[src/rtl/accel_fifo_if.sv]
// ============================================================================
//  Module      : accel_fifo_if
//  Description : Producer/consumer bus of the accelerator FIFO. The master
//                side drives the put/get requests and write data. The slave
//                side (the FIFO) returns read data, status and sticky error
//                flags. Optional almost flags exist when ACCEL_FIFO_ALMOST_EN
//                is defined.
//  Revision    : 1.0 - initial release
// ============================================================================
`default_nettype none

interface accel_fifo_if #(
   parameter int WIDTH = 128,
   parameter int DEPTH = 16
);
   localparam int CW = $clog2(DEPTH) + 1;

   logic             put_req;
   logic [WIDTH-1:0] data_in;
   logic             get_req;
   logic [WIDTH-1:0] data_out;
   logic             empty;
   logic             full;
   logic [CW-1:0]    count;
   logic             overflow;
   logic             underflow;
`ifdef ACCEL_FIFO_ALMOST_EN
   logic             almost_full;
   logic             almost_empty;

   modport master (
      output put_req, data_in, get_req,
      input  data_out, empty, full, count, overflow, underflow,
             almost_full, almost_empty
   );

   modport slave (
      input  put_req, data_in, get_req,
      output data_out, empty, full, count, overflow, underflow,
             almost_full, almost_empty
   );
`else
   modport master (
      output put_req, data_in, get_req,
      input  data_out, empty, full, count, overflow, underflow
   );

   modport slave (
      input  put_req, data_in, get_req,
      output data_out, empty, full, count, overflow, underflow
   );
`endif

endinterface

`default_nettype wire

[src/rtl/accel_fifo.sv]
// ============================================================================
//  Module      : accel_fifo
//  Description : Single-clock synchronous FIFO between a data bus controller
//                and an accelerator. Registered read data (one cycle latency),
//                occupancy counter, and sticky overflow/underflow flags.
//                When full, a simultaneous put and get are both accepted. When
//                empty, a simultaneous put and get accept only the put.
//                Define ACCEL_FIFO_ALMOST_EN to add almost_full/almost_empty.
//  Revision    : 1.0 - initial release
// ============================================================================
`default_nettype none

module accel_fifo #(
   parameter int WIDTH         = 128,
   parameter int DEPTH         = 16,
   parameter int ALMOST_THRESH = 2
) (
   input  wire          clk,
   input  wire          reset,
   accel_fifo_if.slave  bus
);

   localparam int AW = $clog2(DEPTH);

   // Reject parameter sets the pointer arithmetic cannot support
   if ((DEPTH < 4) || ((DEPTH & (DEPTH - 1)) != 0)) begin : g_bad_depth
      $error("accel_fifo: DEPTH must be a power of two and at least 4");
   end
   if ((ALMOST_THRESH < 0) || (ALMOST_THRESH > DEPTH)) begin : g_bad_thresh
      $error("accel_fifo: ALMOST_THRESH must lie in 0..DEPTH");
   end

   logic [WIDTH-1:0] mem [DEPTH];
   logic [AW-1:0]    wr_ptr;
   logic [AW-1:0]    rd_ptr;
   logic [AW:0]      occupancy;
   logic [WIDTH-1:0] rd_data;
   logic             overflow_flag;
   logic             underflow_flag;

   logic             is_empty;
   logic             is_full;
   logic             rd_fire;
   logic             wr_fire;

   // Status comes only from the registered occupancy
   assign is_empty = (occupancy == '0);
   assign is_full  = (occupancy == (AW+1)'(DEPTH));

   // A get needs data; a put needs room, or a concurrent get freeing a slot
   assign rd_fire = bus.get_req && !is_empty;
   assign wr_fire = bus.put_req && (!is_full || rd_fire);

   // Storage array: written on accepted puts, never reset
   always_ff @(posedge clk) begin
      if (!reset && wr_fire) begin
         mem[wr_ptr] <= bus.data_in;
      end
   end

   // Pointers, occupancy, read data register and sticky error flags
   always_ff @(posedge clk) begin
      if (reset) begin
         wr_ptr         <= '0;
         rd_ptr         <= '0;
         occupancy      <= '0;
         rd_data        <= '0;
         overflow_flag  <= 1'b0;
         underflow_flag <= 1'b0;
      end else begin
         if (wr_fire) begin
            wr_ptr <= wr_ptr + 1'b1;
         end
         if (rd_fire) begin
            // Old array contents are read, so a put landing in the freed
            // slot on this same edge cannot disturb the word being read
            rd_data <= mem[rd_ptr];
            rd_ptr  <= rd_ptr + 1'b1;
         end
         if (wr_fire && !rd_fire) begin
            occupancy <= occupancy + 1'b1;
         end else if (rd_fire && !wr_fire) begin
            occupancy <= occupancy - 1'b1;
         end
         if (bus.put_req && !wr_fire) begin
            overflow_flag <= 1'b1;
         end
         if (bus.get_req && !rd_fire) begin
            underflow_flag <= 1'b1;
         end
      end
   end

   assign bus.data_out  = rd_data;
   assign bus.empty     = is_empty;
   assign bus.full      = is_full;
   assign bus.count     = occupancy;
   assign bus.overflow  = overflow_flag;
   assign bus.underflow = underflow_flag;

`ifdef ACCEL_FIFO_ALMOST_EN
   localparam logic [AW:0] AF_LEVEL = (AW+1)'(DEPTH - ALMOST_THRESH);
   localparam logic [AW:0] AE_LEVEL = (AW+1)'(ALMOST_THRESH);

   assign bus.almost_full  = (occupancy >= AF_LEVEL);
   assign bus.almost_empty = (occupancy <= AE_LEVEL);
`endif

endmodule

`default_nettype wire

[src/flat_wrapper.sv]
// flat-port wrapper written by rule: the top's interface ports become plain ports
module accel_fifo_flat 
#(
   parameter int WIDTH         = 128,
   parameter int DEPTH         = 16,
   parameter int ALMOST_THRESH = 2
)
  (clk, reset, bus_put_req, bus_data_in, bus_get_req, bus_data_out, bus_empty, bus_full, bus_count, bus_overflow, bus_underflow);
  accel_fifo_if #(.WIDTH(WIDTH), .DEPTH(DEPTH)) bus_i ();
  input  wire clk;
  input  wire reset;
  input wire logic [$bits(bus_i.put_req)-1:0] bus_put_req;
  input wire logic [$bits(bus_i.data_in)-1:0] bus_data_in;
  input wire logic [$bits(bus_i.get_req)-1:0] bus_get_req;
  output wire logic [$bits(bus_i.data_out)-1:0] bus_data_out;
  output wire logic [$bits(bus_i.empty)-1:0] bus_empty;
  output wire logic [$bits(bus_i.full)-1:0] bus_full;
  output wire logic [$bits(bus_i.count)-1:0] bus_count;
  output wire logic [$bits(bus_i.overflow)-1:0] bus_overflow;
  output wire logic [$bits(bus_i.underflow)-1:0] bus_underflow;
  assign bus_i.put_req = bus_put_req;
  assign bus_i.data_in = bus_data_in;
  assign bus_i.get_req = bus_get_req;
  assign bus_data_out = bus_i.data_out;
  assign bus_empty = bus_i.empty;
  assign bus_full = bus_i.full;
  assign bus_count = bus_i.count;
  assign bus_overflow = bus_i.overflow;
  assign bus_underflow = bus_i.underflow;
  accel_fifo #(.WIDTH(WIDTH), .DEPTH(DEPTH), .ALMOST_THRESH(ALMOST_THRESH)) u_core (.clk(clk), .reset(reset), .bus(bus_i));
endmodule
[config.mk]
export PLATFORM = sky130hd
export DESIGN_NAME = accel_fifo_flat
export DESIGN_NICKNAME = d
export VERILOG_FILES = /design/src/rtl/accel_fifo_if.sv /design/src/rtl/accel_fifo.sv /design/src/flat_wrapper.sv
export SDC_FILE = /design/constraint.sdc
export NUM_CORES = 2
export LEC_CHECK = 0
export BUFFER_PORTS_ARGS = -buffer_cell sky130_fd_sc_hd__buf_2
export CORE_ASPECT_RATIO = 2
export CORE_UTILIZATION = 50
export CTS_BUF_LIST = sky130_fd_sc_hd__clkbuf_4 sky130_fd_sc_hd__clkbuf_8 sky130_fd_sc_hd__clkbuf_16
export CTS_CLUSTER_DIAMETER = 60
export CTS_CLUSTER_SIZE = 14
export DETAILED_ROUTE_END_ITERATION = 7
export PLACE_DENSITY_LB_ADDON = 0.3
export SLEW_MARGIN = 20
export SYNTH_ARGS = -nofsm -noshare
export SYNTH_HDL_FRONTEND = slang
export SYNTH_SLANG_ARGS = --single-unit
[constraint.sdc]
create_clock -name clk -period 11.1 [get_ports clk]
set_input_delay 0.555 -clock clk [delete_from_list [all_inputs] [get_ports clk]]
set_output_delay 0.555 -clock clk [all_outputs]
set_load 0.005 [all_outputs]
==> metrics.cfg <==
[worst_setup_path]
crit_buf_inv = 2
path_class = register to register
start_kind = register
crit_top_cell = buf_4
slowest_stage = buf_4
cp-end-kind = register
rrSetupSlack_ns = 6.68
crit_fanout = 48
r2r_end = u_core.mem[1][104]
rr_worst_depth = 6
required_ns = 11.51
crit_chain = or4_1, o21a_1, nand2_1, nor2_4, buf_4, buf_4
regToRegStartpoint = u_core.bus.count[0]
arrival_ns = 4.83
max_stage_delay_ns = 0.95
crit_family = buffers and inverters

[cts]
tritoncts = built
ctsResizeCount = 0
htreeDepth = 4
clk_latency_ns = 0.81
cts_hold_buf = 0
cts.sinks = 2191
clkTransAtPathRegs_ns = 0.07
post_cts_buffers = 0
numCtsBuffers = 182
clockBufferDepth = 4
cts_root_buffer = clkbuf_16

[timing]
hold_ws_ns = 0.102
hold_violations = 0
slew_headroom_pct = 19.5
fmax_ghz = 0.226
setup_tns_ns = 0
layout_setup_ws_ns = 6.68
slew_violations = 0
grt_setup_unrepaired = no
fin_crit_sh_pct = 39.8
setup_viol = 0
tightest_slew_ns = 1.21
min_period_ns = 4.42
fin_skew_ns = 0.0602

[detailed_routing]
wl_um = 190000
dr.pass1.iters = 7
vias = 37800
drtAntennaViolNets = 0
vias_per_cell = 6.16
drt_iter0_markers = 3076
drc = 52
post_drt_wl_per_cell_um = 31.0

[power]
powerDensity_nw_per_um2 = 200
power.share.clock_pct = 33.6
p_sw_mw = 4.41
p_comb_share_pct = 14.4
pwr-share-seq_pct = 52.0
p_leak_nw = 28.3
irDropWorstVdd_uv = 184
swShare_pct = 24.1
intPower_mw = 13.9

[floorplanning]
coreArea_um2 = 162000
die_area_um2 = 166000
io_pins = 269
dieWidth_um = 288
dieHeight_um = 575
rows = 209
initial_core_util_pct = 50.5

[flow_run]
drv_cap = 0

[global_route]
grt_pass1_vias = 40300
grt_overflow_total = 0
grt_usage_pct = 23.1
antenna_found_initial = 43
grt_max_degree = 137
grt_pass1_wl_um = 275000

[logic_synthesis]
synth_seq_cells = 2191
synth_enable_flop_cells = 2048
syn_inst = 3548
synth-warning-count = 0
synth.distinct_cells = 39
synth_flop_cell = edfxtp_1
syn_area_per_cell_um2 = 23.1
yosysSeqAreaShare_pct = 78.4
syn_nets = 3690
async_reset_ff_share_pct = 0
syn_area_um2 = 82100

[place]
gp_congestion = 0.726
io_buffers = 268
hpwl_um = 98500
dp_slack_ns = 6.50
dpl_cell_area_um2 = 85900

[status]
violations = DRC
outcome = complete, but fails checks

[finish]
fin_util_pct = 56.4
fin_area_um2 = 91500
final_common_cell = edfxtp_1
final_layout_size_suffix_gt1_share_pct = 32.9
final_nets = 4019
mostFrequentLayoutCells = edfxtp_1, mux4_2, buf_2
areaGrowthSynthToFinish_pct = 11.6

[min_path]
min_from = bus_data_in[96]
whs_path_depth = 1
hp-class = input pin to register
min_to = u_core.mem[11][96]

layout make-up:
cell class	instances	area, µm²
Multi-Input combinational cell	1145	16800
Timing Repair Buffer	351	2080
Clock buffer	304	5480
Antenna cell	21	52.6
Clock inverter	7	101
Sequential cell	2191	64400
Inverter	6	32.5
Fill cell	11800	70900
Tap cell	2110	2640
Yosys cell counts (2+ instances only):
cell	n	area, µm²
a211oi_1	4	30.0
a21o_1	2	15.0
a21oi_1	10	50.1
a32oi_1	124	1090
and3_1	2	12.5
buf_1	14	52.6
buf_2	79	395
buf_4	8	60.1
buf_6	14	158
clkbuf_1	90	338
dfxtp_1	143	2860
edfxtp_1	2048	61500
ha_1	9	113
inv_1	5	18.8
mux2_2	125	1410
mux2i_1	143	1430
mux4_2	504	11400
nand2_1	15	56.3
nand2b_1	5	31.3
nand3_1	2	10.0
nand4_1	4	25.0
nor2_1	39	146
nor2b_1	2	12.5
o211ai_1	4	30.0
o21ai_0	4	20.0
o21ai_1	124	621
o22ai_1	4	25.0
or3_1	3	18.8
xnor2_1	3	26.3
xor2_1	6	52.6
stage by stage:
| step | cells | power (mW) |
|---|---|---|
| 6_report | 6135 | 18.3 |
| 5_1_grt | 6121 | 18.9 |
| 4_1_cts | 6113 | 18.5 |
| 3_5_place_dp | 5802 | 12.4 |
| 3_3_place_gp | 5800 | 12.3 |
| 2_1_floorplan | 3548 | 11.4 |
power groups by stage:
stage | combinational (mW) | clock, mW | sequential, mW
6_report | 2.63 | 6.15 | 9.53
5_1_grt | 2.82 | 6.53 | 9.55
4_1_cts | 2.68 | 6.25 | 9.54
3_5_place_dp | 2.68 | 0 | 9.72
3_3_place_gp | 2.64 | 0 | 9.71
2_1_floorplan | 1.86 | 0 | 9.59
flip-flops by register name, indices dropped and copies added, names as in the netlist:
register / cells
u_core.mem: 2048
u_core.bus.data_out: 128
u_core.bus.count: 5
u_core.rd_ptr: 4
u_core.wr_ptr: 4
u_core.bus.overflow: 1
u_core.bus.underflow: 1
routing by layer:
| layer | up-vias | wire [µm] | global-route usage (%) |
|---|---|---|---|
| li1 | 15700 | - | - |
| met1 | 20400 | 71400 | 29.5 |
| met2 | 1314 | 99900 | 40.1 |
| met3 | 342 | 13300 | 4.12 |
| met4 | 36 | 5230 | 7.25 |
| met5 | - | 234 | 0 |
logic make-up after synthesis:
family	share of synthesized area, %
compound gates	2.34
xor+xnor	0.0961
fa+ha+maj	0.162
buf+inv	1.27
flops	78.4
mux	17.3
simple gates	0.401
how the worst max path moves through the flow:
stage                         from            endpoint  slack [ns]  cells after the start
6_report       u_core.bus.count[0]  u_core.mem[1][104]        6.68                      6
5_1_grt        u_core.bus.count[0]  u_core.mem[1][104]        6.51                      6
4_1_cts        u_core.bus.count[0]  u_core.mem[2][116]        6.53                      6
3_5_place_dp           bus_get_req  u_core.mem[2][110]        6.50                      7
3_3_place_gp           bus_get_req   u_core.mem[2][97]        6.57                      7
2_1_floorplan                reset   u_core.mem[15][0]        3.78                      5
Note: power is estimated with default switching activity, not from simulation.
